==> src/rtl/mio_bus_ctrl_if.sv <==
// CPU-side request/response, word RAM and peripheral bus signals of the memory/IO bus controller.
// The controller takes the slave modport; the CPU FSM, RAM and peripherals together take the master modport.
interface mio_bus_ctrl_if #(
  parameter int RAM_AW = 10
);
  // Handshake: a request (CPU_MIO & (MemRead | MemWrite)) is the "valid" side and must stay stable
  // until MIO_ready ("ready") is seen high for its single cycle; MIO_ready is never held for two cycles.
  logic              MemRead;
  logic              MemWrite;
  logic              CPU_MIO;
  logic [31:0]       Addr_out;
  logic [31:0]       Data_out;
  logic [31:0]       Data_in;
  logic              MIO_ready;
  logic              ram_en;
  logic              ram_we;
  logic [RAM_AW-1:0] ram_addr;
  logic [31:0]       ram_din;
  logic [31:0]       ram_dout;
  logic              io_rd;
  logic              io_wr;
  logic [31:0]       io_addr;
  logic [31:0]       io_wdata;
  logic [31:0]       io_rdata;
  logic              io_ready;
  logic              busy;
  logic              bus_err;

  modport slave (
    input  MemRead, MemWrite, CPU_MIO, Addr_out, Data_out, ram_dout, io_rdata, io_ready,
    output Data_in, MIO_ready, ram_en, ram_we, ram_addr, ram_din, io_rd, io_wr, io_addr,
           io_wdata, busy, bus_err
  );

  modport master (
    output MemRead, MemWrite, CPU_MIO, Addr_out, Data_out, ram_dout, io_rdata, io_ready,
    input  Data_in, MIO_ready, ram_en, ram_we, ram_addr, ram_din, io_rd, io_wr, io_addr,
           io_wdata, busy, bus_err
  );
endinterface

==> src/rtl/mio_bus_ctrl.sv <==
// Memory/IO bus controller: decodes CPU requests to the word RAM or the IO bus, inserts the
// wait states each target needs, returns read data and pulses MIO_ready once per access.
module mio_bus_ctrl #(
  parameter int         RAM_AW      = 10,
  parameter int         RAM_LATENCY = 2,
  parameter int         IO_TIMEOUT  = 16,
  parameter logic [3:0] IO_BASE     = 4'hE
) (
  input  logic          clk,
  input  logic          reset_n,
  mio_bus_ctrl_if.slave bus,
  output logic [2:0]    o_dbg_state
);

  typedef enum logic [2:0] {
    S_IDLE     = 3'd0,
    S_RAM_ACC  = 3'd1,
    S_RAM_WAIT = 3'd2,
    S_IO_ACC   = 3'd3,
    S_IO_WAIT  = 3'd4,
    S_RESP     = 3'd5
  } state_t;

  // RAM_WAIT lasts RAM_LATENCY+1 cycles so ram_dout is sampled a cycle after it turns valid.
  localparam logic [7:0]  LP_RAM_LOAD = 8'(RAM_LATENCY);
  localparam logic [7:0]  LP_IO_LAST  = 8'(IO_TIMEOUT - 1);
  localparam logic [31:0] LP_TMO_DATA = 32'hDEADBEEF;

  state_t      r_state;
  state_t      w_next;
  logic [31:0] r_addr;
  logic [31:0] r_wdata;
  logic        r_we;
  logic [7:0]  r_cnt;
  logic [31:0] r_data_in;
  logic        r_bus_err;

  logic w_req;
  logic w_io_sel;
  logic w_ram_done;
  logic w_io_tmo;

  assign w_req      = bus.CPU_MIO & (bus.MemRead | bus.MemWrite);
  assign w_io_sel   = (bus.Addr_out[31:28] >= IO_BASE);
  assign w_ram_done = (r_cnt == 8'd0);
  assign w_io_tmo   = (r_cnt == LP_IO_LAST);

  always_ff @(posedge clk or negedge reset_n) begin
    if (!reset_n) r_state <= S_IDLE;
    else          r_state <= w_next;
  end

  always_comb begin
    w_next = r_state;
    case (r_state)
      S_IDLE:     if (w_req) w_next = w_io_sel ? S_IO_ACC : S_RAM_ACC;
      S_RAM_ACC:  w_next = S_RAM_WAIT;
      S_RAM_WAIT: begin
        if (!w_req)          w_next = S_IDLE;
        else if (w_ram_done) w_next = S_RESP;
      end
      S_IO_ACC:   w_next = S_IO_WAIT;
      S_IO_WAIT:  begin
        if (!w_req)                     w_next = S_IDLE;
        else if (bus.io_ready || w_io_tmo) w_next = S_RESP;
      end
      S_RESP:     w_next = S_IDLE;
      default:    w_next = S_IDLE;
    endcase
  end

  always_ff @(posedge clk or negedge reset_n) begin
    if (!reset_n) begin
      r_addr    <= '0;
      r_wdata   <= '0;
      r_we      <= 1'b0;
      r_cnt     <= '0;
      r_data_in <= '0;
      r_bus_err <= 1'b0;
    end else begin
      case (r_state)
        S_IDLE: begin
          if (w_req) begin
            r_addr  <= bus.Addr_out;
            r_wdata <= bus.Data_out;
            r_we    <= bus.MemWrite;
            // A simultaneous read and write is carried out as a write but flagged.
            if (bus.MemRead && bus.MemWrite) r_bus_err <= 1'b1;
          end
        end
        S_RAM_ACC: r_cnt <= LP_RAM_LOAD;
        S_RAM_WAIT: begin
          if (w_req) begin
            if (w_ram_done) begin
              if (!r_we) r_data_in <= bus.ram_dout;
            end else begin
              r_cnt <= r_cnt - 8'd1;
            end
          end
        end
        S_IO_ACC: r_cnt <= '0;
        S_IO_WAIT: begin
          if (w_req) begin
            if (bus.io_ready) begin
              if (!r_we) r_data_in <= bus.io_rdata;
            end else if (w_io_tmo) begin
              if (!r_we) r_data_in <= LP_TMO_DATA;
              r_bus_err <= 1'b1;
            end else begin
              r_cnt <= r_cnt + 8'd1;
            end
          end
        end
        default: ;
      endcase
    end
  end

  always_comb begin
    bus.MIO_ready = 1'b0;
    bus.busy      = 1'b1;
    bus.ram_en    = 1'b0;
    bus.ram_we    = 1'b0;
    bus.io_rd     = 1'b0;
    bus.io_wr     = 1'b0;
    case (r_state)
      S_IDLE:    bus.busy      = 1'b0;
      S_RAM_ACC: begin
        bus.ram_en = 1'b1;
        bus.ram_we = r_we;
      end
      S_IO_ACC:  begin
        bus.io_rd = ~r_we;
        bus.io_wr = r_we;
      end
      S_RESP:    bus.MIO_ready = 1'b1;
      default: ;
    endcase
  end

  assign bus.ram_addr = r_addr[RAM_AW+1:2];
  assign bus.ram_din  = r_wdata;
  assign bus.io_addr  = r_addr;
  assign bus.io_wdata = r_wdata;
  assign bus.Data_in  = r_data_in;
  assign bus.bus_err  = r_bus_err;
  assign o_dbg_state  = r_state;

endmodule

==> src/flat_wrapper.sv <==
// flat-port wrapper written by rule: the top's interface ports become plain ports
module mio_bus_ctrl_flat 
#(
  parameter int         RAM_AW      = 10,
  parameter int         RAM_LATENCY = 2,
  parameter int         IO_TIMEOUT  = 16,
  parameter logic [3:0] IO_BASE     = 4'hE
)
  (clk, reset_n, o_dbg_state, bus_MemRead, bus_MemWrite, bus_CPU_MIO, bus_Addr_out, bus_Data_out, bus_ram_dout, bus_io_rdata, bus_io_ready, bus_Data_in, bus_MIO_ready, bus_ram_en, bus_ram_we, bus_ram_addr, bus_ram_din, bus_io_rd, bus_io_wr, bus_io_addr, bus_io_wdata, bus_busy, bus_bus_err);
  mio_bus_ctrl_if #(.RAM_AW(RAM_AW)) bus_i ();
  input  logic clk;
  input  logic reset_n;
  output logic [2:0] o_dbg_state;
  input wire logic [$bits(bus_i.MemRead)-1:0] bus_MemRead;
  input wire logic [$bits(bus_i.MemWrite)-1:0] bus_MemWrite;
  input wire logic [$bits(bus_i.CPU_MIO)-1:0] bus_CPU_MIO;
  input wire logic [$bits(bus_i.Addr_out)-1:0] bus_Addr_out;
  input wire logic [$bits(bus_i.Data_out)-1:0] bus_Data_out;
  input wire logic [$bits(bus_i.ram_dout)-1:0] bus_ram_dout;
  input wire logic [$bits(bus_i.io_rdata)-1:0] bus_io_rdata;
  input wire logic [$bits(bus_i.io_ready)-1:0] bus_io_ready;
  output wire logic [$bits(bus_i.Data_in)-1:0] bus_Data_in;
  output wire logic [$bits(bus_i.MIO_ready)-1:0] bus_MIO_ready;
  output wire logic [$bits(bus_i.ram_en)-1:0] bus_ram_en;
  output wire logic [$bits(bus_i.ram_we)-1:0] bus_ram_we;
  output wire logic [$bits(bus_i.ram_addr)-1:0] bus_ram_addr;
  output wire logic [$bits(bus_i.ram_din)-1:0] bus_ram_din;
  output wire logic [$bits(bus_i.io_rd)-1:0] bus_io_rd;
  output wire logic [$bits(bus_i.io_wr)-1:0] bus_io_wr;
  output wire logic [$bits(bus_i.io_addr)-1:0] bus_io_addr;
  output wire logic [$bits(bus_i.io_wdata)-1:0] bus_io_wdata;
  output wire logic [$bits(bus_i.busy)-1:0] bus_busy;
  output wire logic [$bits(bus_i.bus_err)-1:0] bus_bus_err;
  assign bus_i.MemRead = bus_MemRead;
  assign bus_i.MemWrite = bus_MemWrite;
  assign bus_i.CPU_MIO = bus_CPU_MIO;
  assign bus_i.Addr_out = bus_Addr_out;
  assign bus_i.Data_out = bus_Data_out;
  assign bus_i.ram_dout = bus_ram_dout;
  assign bus_i.io_rdata = bus_io_rdata;
  assign bus_i.io_ready = bus_io_ready;
  assign bus_Data_in = bus_i.Data_in;
  assign bus_MIO_ready = bus_i.MIO_ready;
  assign bus_ram_en = bus_i.ram_en;
  assign bus_ram_we = bus_i.ram_we;
  assign bus_ram_addr = bus_i.ram_addr;
  assign bus_ram_din = bus_i.ram_din;
  assign bus_io_rd = bus_i.io_rd;
  assign bus_io_wr = bus_i.io_wr;
  assign bus_io_addr = bus_i.io_addr;
  assign bus_io_wdata = bus_i.io_wdata;
  assign bus_busy = bus_i.busy;
  assign bus_bus_err = bus_i.bus_err;
  mio_bus_ctrl #(.RAM_AW(RAM_AW), .RAM_LATENCY(RAM_LATENCY), .IO_TIMEOUT(IO_TIMEOUT), .IO_BASE(IO_BASE)) u_core (.clk(clk), .reset_n(reset_n), .bus(bus_i), .o_dbg_state(o_dbg_state));
endmodule
==> config.mk <==
export PLATFORM = sky130hd
export DESIGN_NAME = mio_bus_ctrl_flat
export DESIGN_NICKNAME = d
export VERILOG_FILES = /design/src/rtl/mio_bus_ctrl_if.sv /design/src/rtl/mio_bus_ctrl.sv /design/src/flat_wrapper.sv
export SDC_FILE = /design/constraint.sdc
export NUM_CORES = 1
export LEC_CHECK = 0
export ABC_CLOCK_PERIOD_IN_PS = 3150
export CAP_MARGIN = 20
export CELL_PAD_IN_SITES_DETAIL_PLACEMENT = 2
export CELL_PAD_IN_SITES_GLOBAL_PLACEMENT = 2
export CORE_UTILIZATION = 23
export DETAILED_ROUTE_END_ITERATION = 8
export GPL_TIMING_DRIVEN = 0
export HOLD_SLACK_MARGIN = 0.1
export PLACE_DENSITY = 0.85
export SYNTH_ARGS = -nofsm -noshare
export SYNTH_HDL_FRONTEND = slang
export SYNTH_SLANG_ARGS = --single-unit
export TNS_END_PERCENT = 20
==> constraint.sdc <==
create_clock -name clk -period 3.15 [get_ports clk]
set_input_delay 0.315 -clock clk [delete_from_list [all_inputs] [get_ports clk]]
set_output_delay 0.315 -clock clk [all_outputs]
set_load 0.05 [all_outputs]
==> results of run 1 <==
## layout make-up
cell class                 count  share of cell area, %
buffer                        73                   5.72
tap                          313                   4.38
clock buffer                  11                   2.71
timing repair buffer         282                   31.8
multi-input combinational    288                   24.1
sequential                   109                   30.5
inverter                       2                 0.0839
clock inverter                 5                  0.741
## logic make-up after synthesis
| group | after synthesis | share of synthesized area, % |
|---|---|---|
| and+or+nand+nor | 113 | 11.8 |
| DFF | 109 | 50.5 |
| AOI/OAI and AO/OA | 98 | 12.2 |
| buffers and inverters | 75 | 9.54 |
| muxes | 66 | 13.7 |
| adders and majority gates | 7 | 1.58 |
| xor gates and xnor gates | 4 | 0.649 |
## worst paths after layout
check / from / end / slack, ns
worst max-delay path: u_core.o_dbg_state[1]$_DFFE_PN0P_ / u_core.r_cnt[7]$_DFFE_PN0P_ / 0.28
worst min-delay path: reset_n / u_core.bus.Data_in[10]$_DFFE_PN0P_ / 0.47
worst max register to register: u_core.o_dbg_state[1]$_DFFE_PN0P_ / u_core.r_cnt[7]$_DFFE_PN0P_ / 0.28
worst min register to register: u_core.bus.Data_in[23]$_DFFE_PN0P_ / u_core.bus.Data_in[23]$_DFFE_PN0P_ / 0.48
max in group asynchronous: reset_n / u_core.bus.io_addr[27]$_DFFE_PN0P_ / 1.97
min in group clk: u_core.bus.Data_in[23]$_DFFE_PN0P_ / u_core.bus.Data_in[23]$_DFFE_PN0P_ / 0.48
## power groups by stage
stage                     Sequential [mW]  Combinational [mW]  Clock (mW)
final                                2.57                7.86        1.22
after global routing                 2.67                8.26        1.32
after CTS                            2.59                7.94        1.28
after detailed placement             2.62                7.92           0
after global placement               2.55                7.72           0
after floorplan                      4.66                3.12           0
## layout by cell type (no fill, tap or decap), drive strengths merged, types with 3 or more instances in the layout
cell | Yosys | routed
nor2b | 4 | 4
nand3b | 25 | 25
inv | 2 | 4
dfrtp | 109 | 109
and2 | 3 | 3
or3 | 3 | 3
clkbuf | 15 | 26
nor2 | 11 | 11
or4 | 3 | 3
clkdlybuf4s50 | 0 | 279
and3 | 10 | 10
nand2 | 46 | 46
mux2 | 65 | 65
buf | 58 | 60
ha | 6 | 6
a31oi | 4 | 4
o21ai | 66 | 66
a21oi | 11 | 11
## metrics by stage
| stage | power, mW | instance area [sq um] | instances | util, % | setup WS (ns) |
|---|---|---|---|---|---|
| floorplan | 7.79 | 5400 | 472 | - | 0.127 |
| global placement | 10.3 | 8600 | 1065 | 37.6 | -3.03 |
| detailed placement | 10.5 | 8620 | 1066 | 37.7 | -0.203 |
| CTS | 11.8 | 8940 | 1083 | 39.2 | 0.0668 |
| global route | 12.3 | 8950 | 1083 | 39.2 | 0.101 |
| finish | 11.7 | 8950 | 1083 | 39.2 | 0.278 |
## state kept, by name (all words and copies together), names as in the netlist
| signal | flops |
|---|---|
| u_core.o_dbg_state | 3 |
| u_core.bus.Data_in | 32 |
| u_core.r_we | 1 |
| u_core.bus.io_wdata | 32 |
| u_core.r_cnt | 8 |
| u_core.bus.io_addr | 32 |
| u_core.bus.bus_err | 1 |
## worst max-delay path, stage by stage (launching register included)
cell	delay [ns]
dfrtp_1	0.42
nor2_1	0.16
and2_4	0.19
inv_2	0.04
buf_6	0.13
clkbuf_4	0.23
ha_1	0.41
o2111ai_1	0.17
a31oi_1	0.36
mux2i_1	0.15
or4_1	0.47
nand3_1	0.08
## repair_timing
| action | in CTS | in global routing |
|---|---|---|
| hold buffers | 1 | 0 |
| gates resized for setup | 1 | 4 |
| cloned | 0 | 0 |
| endpoints found under the hold margin | 50 | 0 |
| setup endpoints to repair | 2 | 2 |
## per-layer routing
metal	vias up	global-route usage, %
li1	2206	-
met1	2331	19.0
met2	206	32.6
met3	20	6.18
met4	0	5.09
met5	-	0
==> flow_summary_export.csv, run 1 <==
group,metric,value,unit
drt,viasPerCell,4.40,
yosys,avgSynthCellArea,11.4,sq um
clock_tree,cts.sinks,109,
yosys,synthFlopType,"dfrtp_1",
die,die_y,155,microns
clock_tree,clk_path_buf_depth,2,
drt,drt_first_pass_iters,3,
yosys,synth_edf_count,0,
run,cap_viol_max_count,0,
clock_tree,cts_tree,"done",
die,rows,55,
sta,hold_viol,0,
pwr,p_leak,3.69,nW
clock_tree,clk_latency,0.35,ns
setup_path,r2r_cells,11,
sta,drv_slew,0,
sta,finClkSkew,0.0127,ns
place,port_buffers,280,
yosys,async_reset_ff_share,100,%
clock_tree,cts_max_level,3,
clock_tree,cts_buffers,9,
yosys,synth_most_common_cell,"dfrtp_1",
sta,setup_viol,0,
yosys,ys_top_cells_by_count,"109 x dfrtp_1, 65 x mux2_2, 45 x nand2_1",
worst_hold_path,holdCritPathClass,"in -> async",
yosys,synth_top_area_share,50.5,%
die,start_util,23.6,%
pwr,internal-power,5.65,mW
yosys,syn_inst,472,
pwr,swShare,51.6,%
drt,initialDrtViolationCount,96,
sta,slew-limit-headroom,53.9,%
sta,finalCriticalPeriod,2.87,ns
die,core,22800,sq um
sta,setup_tns,0,ns
grt,grt_pass1_vias,5367,
pwr,power_frac_comb,67.4,%
yosys,ys_ff_latch,109,
pwr,pwr-share-seq,22.1,%
drt,ant_nets,0,
setup_path,required,3.44,ns
finish,nFillCells,2469,
die,dieArea,24100,sq um
grt,globalRouteOverflowTotal,0,
place,post-dp-hpwl,16700,microns
yosys,seq_area_frac_synth,50.5,%
yosys,synth_area_leaders,"dfrtp_1 50%, mux2_2 14%, buf_4 5.8%",
pwr,clockPowerShare,10.5,%
die,pin_count,282,
finish,multiInputGateArea,2160,sq um
drt,finalWirelength,20900,microns
outcome,status,"finished, final reports clean",
yosys,syn_nets,612,
sta,timing.final.crit_share,91.2,%
setup_path,critPathMaxFanout,14,
yosys,synth_area,5400,sq um
sta,worst_pin_slew,0.684,ns
finish,areaGrowthSynthToFinish,65.7,%
yosys,synth.distinct_cells,47,
sta,whs,0.469,ns
drt,detail_route.wl_per_cell,19.3,microns
grt,antenna_found_initial,0,
pwr,powerDensity,1300,nW/um^2
setup_path,cp_data_arrival_time,3.16,ns
die,die_x,155,microns
grt,track_usage,17.7,%
drt,vias,4763,
setup_path,start_kind,"flop",
pwr,peakVddDrop,0.000447,V
finish,layout-drive-gt1-share,22.9,%
sta,rsz0062_at_grt,"no",
drt,dr_wl_met3,1880,microns
sta,max_freq,348,MHz
setup_path,worstSetupPathType,"reg -> reg",
grt,grt_pass1_wl,32200,microns
yosys,yosysTopAreaCell,"dfrtp_1",
drt,dr.max_layer_used,"met4",
pwr,power_switching,6.01,mW
grt,grt_max_degree,60,
clock_tree,cts_setup_buffers,0,
finish,antennaDiodeCount,0,
finish,ff_latch_area,2730,sq um
drt,wl_met1,7840,microns
clock_tree,clockRootBuffer,"clkbuf_16",
drt,route.detailed.drc,0,
place,routabilityCongestion,0.712,
clock_tree,clk_pin_slew_worst_paths,0.08,ns
finish,fin_nets,905,
drt,wl_met2,10800,microns
setup_path,worstSetupEndpointType,"flop",
yosys,ys_warn_count,0,
No activity file was read; power rests on OpenSTA's default activity.
==> run 2, diff against run 1 <==
--- a/config.mk
+++ b/config.mk
@@ -13,7 +13,7 @@
 export DETAILED_ROUTE_END_ITERATION = 8
 export GPL_TIMING_DRIVEN = 0
 export HOLD_SLACK_MARGIN = 0.1
-export PLACE_DENSITY = 0.85
+export PLACE_DENSITY = 0.86
 export SYNTH_ARGS = -nofsm -noshare
 export SYNTH_HDL_FRONTEND = slang
 export SYNTH_SLANG_ARGS = --single-unit
==> run 2 against run 1 <==
Non-clock buffer count stayed put. Core utilization hardly changed. Register-to-register slack worse by 0.03 ns. Routed wire length is 0.69% lower. First-iteration DRC count is 36% higher. Cell area hardly changed. Via count is 0.31% higher. Sequential share of layout area hardly changed. Clock power hardly changed. Maximum frequency is 0.96% lower. Sequential power hardly changed. Clock skew is 0.0011 ns lower. Critical endpoint unchanged.
==> flow_summary_export.csv, run 2 (synthesized netlist as in run 1, its figures left out) <==
group,metric,value,unit
outcome,status,"finished, final reports clean",
drt,initialDrtViolationCount,131,
grt,globalRouteOverflowTotal,0,
sta,rsz0062_at_grt,"no",
clock_tree,clk_pin_slew_worst_paths,0.08,ns
grt,grt_pass1_vias,5313,
grt,met1_usage,18.9,%
sta,slew-limit-headroom,55.0,%
finish,post-route-cell-area,8950,sq um
place,port_buffers,280,
grt,grt_use_met3,6.30,%
setup_path,cp_data_arrival_time,3.19,ns
setup_path,critPathMaxFanout,14,
finish,antennaDiodeCount,0,
place,placed_cell_area,8620,sq um
grt,antenna_found_initial,0,
drt,drt_first_pass_iters,4,
finish,fin_nets,905,
grt,grt_use_met2,31.4,%
setup_path,r2r_cells,11,
setup_path,worstSetupEndpointType,"flop",
die,core,22800,sq um
die,rows,55,
grt,grt_max_degree,82,
pwr,powerDensity,1310,nW/um^2
drt,vias,4778,
finish,nFillCells,2440,
finish,layout_commonest_cell,"clkdlybuf4s50_1",
finish,layout-drive-gt1-share,23.2,%
clock_tree,clockRootBuffer,"clkbuf_16",
grt,grt-busiest-layer,"met2",
place,routabilityCongestion,0.710,
clock_tree,cts.sinks,109,
die,die_y,155,microns
finish,postLayoutCoreUtil,39.2,%
worst_hold_path,holdCritPathClass,"in -> async",
finish,areaGrowthSynthToFinish,65.7,%
setup_path,reg2reg_to,"u_core.r_cnt[7]$_DFFE_PN0P_",
clock_tree,clk_path_buf_depth,2,
drt,viasPerCell,4.41,
setup_path,required,3.44,ns
pwr,peakVddDrop,0.000498,V
setup_path,start_kind,"flop",
setup_path,r2r_slack,0.25,ns
sta,hold_viol,0,
drt,route.detailed.drc,0,
sta,finClkSkew,0.0116,ns
sta,drv_slew,0,
grt,grt_pass1_wl,31400,microns
place,post-dp-hpwl,16500,microns
grt,track_usage,17.3,%
drt,finalWirelength,20700,microns
sta,finalCriticalPeriod,2.90,ns
setup_path,crit_start,"u_core.o_dbg_state[1]$_DFFE_PN0P_",
sta,max_freq,345,MHz
drt,detail_route.wl_per_cell,19.1,microns
setup_path,r2r-start,"u_core.o_dbg_state[1]$_DFFE_PN0P_",
clock_tree,cts_tree,"done",
run,cap_viol_max_count,0,
clock_tree,clk_latency,0.36,ns
finish,layout.cells.most_common_list,"279 x clkdlybuf4s50_1, 109 x dfrtp_1, 65 x mux2_2",
die,start_util,23.6,%
die,die_x,155,microns
drt,ant_nets,0,
sta,worst_pin_slew,0.667,ns
clock_tree,cts_max_level,3,
clock_tree,cts_buffers,9,
sta,setup_viol,0,
setup_path,worstSetupPathType,"reg -> reg",
sta,timing.final.crit_share,92.0,%
die,dieArea,24100,sq um
die,pin_count,282,
sta,whs,0.390,ns
pwr,p_leak,3.70,nW
## run 2: changes by cell type in the layout (fill, tap and decap cells not counted), sizes merged
cell,change
bufinv,-1
clkbuf,-1
inv,+3
clkinvlp,-1
## run 2: per-stage QoR
stage	setup slack (ns)	total power, mW	instances	setup TNS [ns]
2_1_floorplan	0.127	7.79	472	0
3_3_place_gp	-2.99	10.3	1065	-324.88
3_5_place_dp	-0.330	10.6	1066	-0.539
4_1_cts	0.0418	11.8	1083	0
5_1_grt	0.0113	12.3	1083	0
6_report	0.250	11.7	1083	0
## run 2: worst max-delay path, cell delays in order (launching register included)
cell and delay [ns]:
dfrtp_1 0.42, nor2_1 0.18, and2_4 0.21, inv_2 0.04
buf_6 0.13, clkbuf_4 0.23, ha_1 0.42, o2111ai_1 0.21
a31oi_2 0.30, mux2i_1 0.13, or4_1 0.48, nand3_1 0.08
## run 2: repair_timing
item | CTS | global route
hold buffers | 1 | 0
hold endpoints to repair | 28 | 0
setup endpoints to repair | 2 | 2
gates resized for setup | 2 | 4
setup buffers | 0 | 0
## run 2: worst max path at each step
| stage | end | slack [ns] | depth (start not counted) |
|---|---|---|---|
| 2_1_floorplan | u_core.r_cnt[7]$_DFFE_PN0P_ | 0.13 | 12 |
| 3_3_place_gp | u_core.bus.io_addr[4]$_DFFE_PN0P_ | -2.99 | 1 |
| 3_5_place_dp | u_core.r_cnt[7]$_DFFE_PN0P_ | -0.33 | 12 |
| 4_1_cts | u_core.r_cnt[7]$_DFFE_PN0P_ | 0.04 | 12 |
| 5_1_grt | u_core.r_cnt[7]$_DFFE_PN0P_ | 0.01 | 11 |
| 6_report | u_core.r_cnt[7]$_DFFE_PN0P_ | 0.25 | 11 |
## run 2: cell type report
cell class / count / area, sq um / area share (%)
Timing Repair Buffer: 282 / 2840 / 31.7
Clock inverter: 6 / 62.6 / 0.699
Buffer: 73 / 512 / 5.72
Sequential cell: 109 / 2730 / 30.5
Inverter: 2 / 7.51 / 0.0839
Multi-Input combinational cell: 288 / 2170 / 24.2
Tap cell: 313 / 392 / 4.38
Clock buffer: 10 / 239 / 2.67
## run 2: metal layers
layer / up-vias / part of all wire (%)
li1: 2209 / -
met1: 2370 / 38
met2: 185 / 52
met3: 14 / 9.1
met4: 0 / 1.3
met5: - / 0
## run 2: power breakdown
part	internal, mW	total [mW]	switching, mW
logic	2.94	7.92	4.98
registers	2.07	2.59	0.517
clock network	0.585	1.19	0.608
==> run 3, diff against run 2 <==
--- a/config.mk
+++ b/config.mk
@@ -14,6 +14,7 @@
 export GPL_TIMING_DRIVEN = 0
 export HOLD_SLACK_MARGIN = 0.1
 export PLACE_DENSITY = 0.86
+export REMOVE_ABC_BUFFERS = 1
 export SYNTH_ARGS = -nofsm -noshare
 export SYNTH_HDL_FRONTEND = slang
 export SYNTH_SLANG_ARGS = --single-unit
==> run 3 against run 2 <==
Total power down 4.5%. Clock power about the same. Via count down 5.4%. Worst setup slack worse by 0.026 ns. Critical path type unchanged. Critical endpoint unchanged.
==> flow_summary_export.csv, run 3 (synthesized netlist as in run 1, its figures left out) <==
group,metric,value,unit
setup_path,crit_slowest_cell,"dfrtp_1",
drt,detail_route.wl_per_cell,19.0,microns
sta,finClkSkew,0.0153,ns
sta,max_freq,342,MHz
finish,layout-drive-gt1-share,17.6,%
clock_tree,cts_tree,"done",
pwr,p_leak,3.44,nW
die,pin_count,282,
setup_path,crit_chain,"nor2_4 > and2_4 > inv_4 > ha_1 > and3_1 > o21ai_0 > a31oi_1 > mux2i_1 > or4_1 > nand3_1",
clock_tree,clk_latency,0.36,ns
sta,rsz0062_at_grt,"no",
pwr,peakVddDrop,0.000533,V
die,core,22800,sq um
grt,antenna_found_initial,1,
sta,finalCriticalPeriod,2.93,ns
die,dieArea,24100,sq um
finish,layout.cells.most_common_list,"280 x clkdlybuf4s50_1, 109 x dfrtp_1, 65 x mux2_2",
setup_path,start_kind,"flop",
clock_tree,clockRootBuffer,"clkbuf_16",
grt,globalRouteOverflowTotal,0,
setup_path,worstSetupPathType,"reg -> reg",
setup_path,critPathMaxStageDelay,0.55,ns
finish,nFillCells,2417,
sta,slew-limit-headroom,41.5,%
sta,drv_slew,0,
die,start_util,23.6,%
place,port_buffers,281,
grt,grt_pass1_wl,29700,microns
setup_path,cp_data_arrival_time,3.21,ns
clock_tree,cts_buffers,9,
grt,grt_pass1_vias,4923,
clock_tree,clk_pin_slew_worst_paths,0.08,ns
place,routabilityCongestion,0.737,
finish,ff_latch_area,2730,sq um
die,die_y,155,microns
drt,vias,4521,
finish,areaGrowthSynthToFinish,57.8,%
clock_tree,clk_path_buf_depth,2,
sta,timing.final.crit_share,92.9,%
die,rows,55,
drt,initialDrtViolationCount,92,
sta,hold_viol,0,
drt,ant_nets,0,
finish,layout_commonest_cell,"clkdlybuf4s50_1",
pwr,powerDensity,1310,nW/um^2
setup_path,required,3.43,ns
setup_path,worstSetupEndpointType,"flop",
sta,worst_pin_slew,0.878,ns
finish,postLayoutCoreUtil,37.3,%
place,post-dp-hpwl,14300,microns
place,place_ws,-0.386,ns
sta,setup_viol,0,
drt,drt_first_pass_iters,4,
drt,viasPerCell,4.45,
worst_hold_path,holdCritPathClass,"in -> async",
sta,finalWorstSetupSlack,0.225,ns
grt,grt_max_degree,67,
grt,track_usage,16.2,%
finish,antennaDiodeCount,0,
clock_tree,cts_max_level,3,
clock_tree,cts.sinks,109,
drt,finalWirelength,19300,microns
finish,multiInputGateArea,2190,sq um
setup_path,critPathMaxFanout,24,
run,cap_viol_max_count,0,
drt,route.detailed.drc,0,
finish,fin_nets,838,
die,die_x,155,microns
outcome,status,"finished, final reports clean",
-- run 3: cell type report --
| type | count | area share (%) |
|---|---|---|
| clock buffers | 10 | 2.69 |
| clock inverters | 6 | 0.734 |
| inverters | 2 | 0.117 |
| multi-input cells | 290 | 25.7 |
| flip-flops and latches | 109 | 32.0 |
| well taps | 313 | 4.59 |
| repair buffers | 286 | 34.2 |
-- run 3: stage by stage --
step                cells  hold WS, ns  area [sq um]  power, mW  TNS [ns]
floorplan             399       0.0194          4890       7.27    -18.74
global placement      993        0.459          8100       9.79   -389.56
detailed placement    996        0.288          8190       10.0     -5.23
CTS                  1016        0.465          8520       11.3         0
global route         1016        0.490          8520       11.7         0
finish               1016        0.448          8520       11.2         0
-- run 3: report_power, final --
group          total (mW)  switching [mW]  leakage, nW  internal [mW]
clock                1.16           0.601        0.143          0.564
combinational        7.36            4.80         1.97           2.56
sequential           2.64           0.570         1.32           2.07
total                11.2            5.97         3.44           5.20
-- run 3: path summary, 6_finish.rpt --
check | startpoint | to | slack [ns] | cells after the start
hold reg to reg | u_core.bus.bus_err$_DFFE_PN0P_ | u_core.bus.bus_err$_DFFE_PN0P_ | 0.48 | 1
max in group asynchronous | reset_n | u_core.bus.io_addr[10]$_DFFE_PN0P_ | 2.00 | 3
setup reg to reg | u_core.o_dbg_state[1]$_DFFE_PN0P_ | u_core.r_cnt[7]$_DFFE_PN0P_ | 0.22 | 10
setup / recovery | u_core.o_dbg_state[1]$_DFFE_PN0P_ | u_core.r_cnt[7]$_DFFE_PN0P_ | 0.22 | 10
min in group clk | u_core.bus.bus_err$_DFFE_PN0P_ | u_core.bus.bus_err$_DFFE_PN0P_ | 0.48 | 1
hold / removal | reset_n | u_core.bus.Data_in[24]$_DFFE_PN0P_ | 0.45 | 2
-- run 3: timing repair --
action,4_1_cts,5_1_grt
setup endpoints to repair,35,1
gates cloned,2,0
hold endpoints to repair,43,0
gates resized for setup,3,1
buffers inserted,1,0
hold buffers,1,0
-- run 3: worst max-delay path: cells and delay by family, from the launching register on --
kind | cells | cell delay (ns)
adders and majority gates | 1 | 0.37
AOI/OAI and AO/OA | 2 | 0.45
buffers and inverters | 1 | 0.11
DFF | 1 | 0.55
and+or+nand+nor | 5 | 1.20
muxes | 1 | 0.17
-- run 3: per-layer routing --
layer	GRT usage, %	wire length [microns]	share of wire [%]	vias up
li1	-	-	-	2072
met1	18.7	7670	40	2242
met2	28.7	9820	51	189
met3	4.65	1450	7.5	18
met4	4.95	363	1.9	0
met5	0	0	0	-
==> RTL change 1: new RTL, config.mk and constraints of run 3 <==
`RAM_AW` is set to 10 in 3 places; all go to 8.
--- a/src/rtl/mio_bus_ctrl_if.sv
+++ b/src/rtl/mio_bus_ctrl_if.sv
@@ -1,7 +1,7 @@
 // CPU-side request/response, word RAM and peripheral bus signals of the memory/IO bus controller.
 // The controller takes the slave modport; the CPU FSM, RAM and peripherals together take the master modport.
 interface mio_bus_ctrl_if #(
-  parameter int RAM_AW = 10
+  parameter int RAM_AW = 8
 );
   // Handshake: a request (CPU_MIO & (MemRead | MemWrite)) is the "valid" side and must stay stable
   // until MIO_ready ("ready") is seen high for its single cycle; MIO_ready is never held for two cycles.
--- a/src/rtl/mio_bus_ctrl.sv
+++ b/src/rtl/mio_bus_ctrl.sv
@@ -1,7 +1,7 @@
 // Memory/IO bus controller: decodes CPU requests to the word RAM or the IO bus, inserts the
 // wait states each target needs, returns read data and pulses MIO_ready once per access.
 module mio_bus_ctrl #(
-  parameter int         RAM_AW      = 10,
+  parameter int         RAM_AW      = 8,
   parameter int         RAM_LATENCY = 2,
   parameter int         IO_TIMEOUT  = 16,
   parameter logic [3:0] IO_BASE     = 4'hE
--- a/src/flat_wrapper.sv
+++ b/src/flat_wrapper.sv
@@ -1,7 +1,7 @@
 // flat-port wrapper written by rule: the top's interface ports become plain ports
 module mio_bus_ctrl_flat 
 #(
-  parameter int         RAM_AW      = 10,
+  parameter int         RAM_AW      = 8,
   parameter int         RAM_LATENCY = 2,
   parameter int         IO_TIMEOUT  = 16,
   parameter logic [3:0] IO_BASE     = 4'hE
Ports: changed (resized bus_ram_addr); port bits go from 282 to 280. No check against the original RTL was run, so the function may have changed too.
==> RTL change 1 against run 3 <==
  * Combinational power down 1%
  * Routed wire length down 2.9%
  * Worst setup slack better by 0.040 ns
  * Final area down 0.18%
  * Power down 1.1%
  * Area after synthesis down 0.28%
  * Sequential cell count unchanged
  * Critical path type unchanged
  * Highest routed layer unchanged
==> RTL change 1: results (changes against run 3) <==
[metrics] register area share after synthesis: 0.506 (+0.00141)
[metrics] final wirelength: 18.7 mm (-2.9%)
[metrics] Wirelength per Cell: 18.5 um (-2.7%)
[metrics] top cells by area, synth: sky130_fd_sc_hd__dfrtp_1 51%, sky130_fd_sc_hd__mux2_2 14%, sky130_fd_sc_hd__buf_4 5.6%, sky130_fd_sc_hd__o21ai_2 4.6%, sky130_fd_sc_hd__nand3b_1 3.5%
[metrics] fraction of the mapped netlist area in adder cells: 0.0158 (+0.0000439)
[metrics] post-synthesis share of cell area spent on xor and xnor gates: 0.00650 (+0.0000181)
[metrics] initial antenna violation count: 0 (-1)
[metrics] fraction of synthesized area in multiplexers: 0.138 (+0.000383)
[metrics] largest net degree at the start of global routing: 66 (-1.5%)
[metrics] vias in the first global route: 4831 (-1.9%)
[metrics] net count reported at finish: 836 (-0.24%)
[metrics] Syn Area/Cell: 11.5 um^2 (+0.15%)
[metrics] Max transition margin: 0.414 (-0.000753)
[metrics] clock skew after layout: 0.00918 ns (-0.00614 ns)
[metrics] number of buffer cells added on primary ports: 279 (-0.71%)
[metrics] Netlist cell types: 47 (unchanged)
[metrics] leakage power summed over all cells: 3.43 nW (-0.31%)
[metrics] Data arrival, critical path: 3.17 ns (-0.04 ns)
[metrics] detailed router's first-iteration violation count: 96 (+4.3%)
[metrics] final weighted congestion in routability-driven placement: 0.713 (-3.3%)
[metrics] post-DR vias/cell: 4.38 (-1.6%)
[metrics] share of the core filled with cells in the final layout: 0.374 (+0.000468)
[metrics] compound-cell area share of the yosys netlist: 0.122 (+0.000340)
[metrics] Placement Setup Slack: -0.316 ns (+0.0706 ns)
[metrics] instance area at placement: 8170 um^2 (-0.24%)
[metrics] layout cells sized above 1: 0.180 (+0.00336)
[metrics] global-route wire length before repair: 28.9 mm (-2.7%)
[metrics] leading cell types by count after synthesis: 109 x sky130_fd_sc_hd__dfrtp_1, 65 x sky130_fd_sc_hd__mux2_2, 45 x sky130_fd_sc_hd__nand2_1
[metrics] result of the run: finished clean
[metrics] Worst IR Drop VDD: 0.394 mV (-26%)
[metrics] # placed instances: 994 (-0.20%)
[metrics] Worst Hold Class: primary input to asynchronous set/reset pin
[metrics] GR Util All Layers: 0.158 (-0.00401)
[metrics] Final HPWL DP: 14.0 mm (-2.4%)
RTL change 1: cell count changes after synthesis:
cell | before | now
sky130_fd_sc_hd__buf_4 | 42 | 40
RTL change 1: critical path, cell delays in order, from the launching register on:
cell and delay (ns):
sky130_fd_sc_hd__dfrtp_2 0.51, sky130_fd_sc_hd__nor2_4 0.22, sky130_fd_sc_hd__and2_4 0.20, sky130_fd_sc_hd__inv_2 0.18, sky130_fd_sc_hd__ha_1 0.40, sky130_fd_sc_hd__and3_1 0.18
sky130_fd_sc_hd__o21ai_0 0.21, sky130_fd_sc_hd__a31oi_1 0.19, sky130_fd_sc_hd__mux2i_1 0.17, sky130_fd_sc_hd__or4_1 0.48, sky130_fd_sc_hd__nand3_1 0.07
RTL change 1: where the power goes:
group          leakage [nW]  switching, mW  internal, mW
logic                  1.96           4.73          2.54
clock network         0.144          0.584         0.564
registers              1.32          0.552          2.07
RTL change 1: final cells by class:
| class | instances | area, um^2 |
|---|---|---|
| Inverter | 2 | 7.51 |
| Multi-Input combinational cell | 290 | 2190 |
| Fill cell | 2405 | 14300 |
| Timing Repair Buffer | 284 | 2890 |
| Sequential cell | 109 | 2730 |
| Clock inverter | 6 | 67.6 |
| Tap cell | 313 | 392 |
| Clock buffer | 10 | 229 |
RTL change 1: layer usage:
metal,track usage,up-vias,part of all wire,wire (um)
met5,0,-,0,0
met4,0.0405,0,0.012,225
met2,0.289,180,0.51,9650
met3,0.0546,14,0.091,1710
li1,-,2069,-,-
met1,0.172,2179,0.38,7150
RTL change 1: stage by stage:
| step | power (mW) | hold slack, ns |
|---|---|---|
| after CTS | 11.2 | 0.465 |
| after floorplan | 7.22 | 0.0194 |
| after global routing | 11.6 | 0.491 |
| after global placement | 9.70 | 0.461 |
| after detailed placement | 9.94 | 0.291 |
| final | 11.0 | 0.460 |
RTL change 1: final timing paths:
path | from | end | slack (ns) | cells past startpoint
min reg2reg | u_core.bus.bus_err | u_core.bus.bus_err | 0.48 | 1
min | reset_n | u_core.bus.io_wdata[4] | 0.46 | 2
max reg2reg | u_core.o_dbg_state[0] | u_core.r_cnt[7] | 0.26 | 10
max | u_core.o_dbg_state[0] | u_core.r_cnt[7] | 0.26 | 10
max in group asynchronous | reset_n | u_core.bus.Data_in[0] | 1.98 | 3
min in group clk | u_core.bus.bus_err | u_core.bus.bus_err | 0.48 | 1
RTL change 1: timing repair:
item | 4_1_cts | 5_1_grt
buffers inserted | 1 | 0
endpoints found under the setup margin | 34 | 2
hold buffers | 1 | 0
cloned | 2 | 0
resized for setup | 2 | 3
hold endpoints to repair | 44 | 0
==> RTL change 2: new RTL, config.mk and constraints of run 3 <==
Made on the original files. Register the output `o_dbg_state` once more; this adds one clock of latency there. The other outputs are not delayed to match.
--- a/src/rtl/mio_bus_ctrl.sv
+++ b/src/rtl/mio_bus_ctrl.sv
@@ -144,7 +144,9 @@
   assign bus.io_wdata = r_wdata;
   assign bus.Data_in  = r_data_in;
   assign bus.bus_err  = r_bus_err;
-  assign o_dbg_state  = r_state;
+  always_ff @(posedge clk) begin
+    o_dbg_state <= r_state;
+  end
 
 endmodule
 
Function: changed (a bounded check fails within 4 cycles, from zero or initial values and one cycle with reset_n low).
==> RTL change 2 against run 3 <==
  * Power up 0.80%
  * Count of clock-buffer cells in the layout stayed put
  * Final area barely moved
  * Global-route usage rose by 0.24 points
  * Non-clock buffer count grew 2
  * Worst setup slack worse by 0.077 ns
  * Via count rose by 0.64%
  * Sequential cell count grew 3
  * Area after synthesis down 1.5%
  * Routed wire length decreased by 1.2%
  * First-iteration DRC count is 7.6% lower
  * Clock power up 3%
  * Largest cell class unchanged
==> RTL change 2: results (changes against run 3) <==
[metrics] result of the run: finished clean
[metrics] final weighted congestion in routability-driven placement: 0.746 (+1.2%)
[metrics] GR Util All Layers: 0.164 (+0.00239)
[metrics] final wirelength: 19.1 mm (-1.2%)
[metrics] fraction of area in multi-input gates: 0.244 (-0.0127)
[metrics] invs w/o clock: 8 (+6)
[metrics] clock skew after layout: 0.0194 ns (+0.00407 ns)
[metrics] Worst IR Drop VDD: 0.417 mV (-22%)
[metrics] number of buffers outside the clock class in the layout: 288 (+0.70%)
[metrics] post-DR vias/cell: 4.56 (+2.5%)
[metrics] # placed instances: 980 (-1.6%)
[metrics] CP max FO: 45 (+88%)
[metrics] post-cts sizing count: 1 (-2)
[metrics] leading cell types by count after synthesis: 109 x sky130_fd_sc_hd__dfrtp_1, 50 x sky130_fd_sc_hd__mux2_1, 43 x sky130_fd_sc_hd__buf_4
[metrics] vias in the first global route: 5008 (+1.7%)
[metrics] share of synthesized registers carrying an async set or reset: 0.973 (-0.0268)
[metrics] design internal power: 5.26 mW (+1.2%)
[metrics] minimum hold slack: 0.407 ns (-0.0416 ns)
[metrics] depth of the worst register-to-register path: 9 (-1)
[metrics] Wirelength per Cell: 19.1 um (+0.59%)
[metrics] register area share after synthesis: 0.524 (+0.0189)
[metrics] global-route wire length before repair: 29.7 mm (+0.17%)
[metrics] flip-flop and latch count after synthesis: 112 (+2.8%)
[metrics] fraction of synthesized area in multiplexers: 0.142 (+0.00442)
[metrics] Reg2Reg Launch Point: u_core.r_state[0]
[metrics] largest net degree at the start of global routing: 87 (+30%)
[metrics] Final HPWL DP: 14.8 mm (+3.3%)
[metrics] sequential cell area: 2790 um^2 (+2.2%)
[metrics] non-clock buffer contribution to total cell area: 0.347 (+0.00480)
[metrics] Netlist cell types: 54 (+15%)
[metrics] Data arrival, critical path: 3.27 ns (+0.06 ns)
[metrics] fraction of the mapped netlist area in adder cells: 0.0160 (+0.000237)
[metrics] top cells by area, synth: sky130_fd_sc_hd__dfrtp_1 51%, sky130_fd_sc_hd__mux2_1 11%, sky130_fd_sc_hd__buf_4 6.1%, sky130_fd_sc_hd__mux2_2 3.6%, sky130_fd_sc_hd__o21ai_1 3.4%
[metrics] initial antenna violation count: 0 (-1)
[metrics] total area of multi-input combinational cells: 2080 um^2 (-5.0%)
[metrics] FILL cells: 2376 (-1.7%)
[metrics] worst path setup slack after routing: 0.148 ns (-0.0768 ns)
[metrics] instance area at placement: 8190 um^2 (about the same)
==> RTL change 2: cell types whose count changed after synthesis, moves of 6 or more <==
cell	change
sky130_fd_sc_hd__nand2_1	-6
sky130_fd_sc_hd__o21ai_2	-28
sky130_fd_sc_hd__nand3b_1	-25
sky130_fd_sc_hd__mux2_1	+50
sky130_fd_sc_hd__o21ai_1	+32
sky130_fd_sc_hd__nor2_1	-6
sky130_fd_sc_hd__mux2_2	-48
sky130_fd_sc_hd__buf_6	-8
sky130_fd_sc_hd__inv_1	+6
sky130_fd_sc_hd__or3_1	+23
==> RTL change 2: critical path, stage by stage (launching register included) <==
cell and delay, ns:
sky130_fd_sc_hd__dfrtp_1 0.52, sky130_fd_sc_hd__nor3b_4 0.34, sky130_fd_sc_hd__buf_16 0.20, sky130_fd_sc_hd__inv_4 0.18, sky130_fd_sc_hd__ha_1 0.45, sky130_fd_sc_hd__a31o_2 0.28
sky130_fd_sc_hd__a21oi_1 0.19, sky130_fd_sc_hd__mux2_2 0.38, sky130_fd_sc_hd__a211o_1 0.26, sky130_fd_sc_hd__o21ai_1 0.08
==> RTL change 2: routing by layer <==
layer | vias up | global-route usage | part of all wire
li1 | 2106 | - | -
met1 | 2244 | 0.178 | 0.38
met2 | 182 | 0.303 | 0.53
met3 | 18 | 0.0516 | 0.080
met4 | 0 | 0.0452 | 0.016
met5 | - | 0 | 0
==> RTL change 2: power groups by stage <==
stage                     Combinational, mW  Clock (mW)  Sequential (mW)
after floorplan                        1.56           0             5.73
after global placement                 7.24           0             2.63
after detailed placement               7.44           0             2.70
after CTS                              7.49        1.24             2.68
after global routing                   7.76        1.29             2.75
final                                  7.41        1.20             2.65
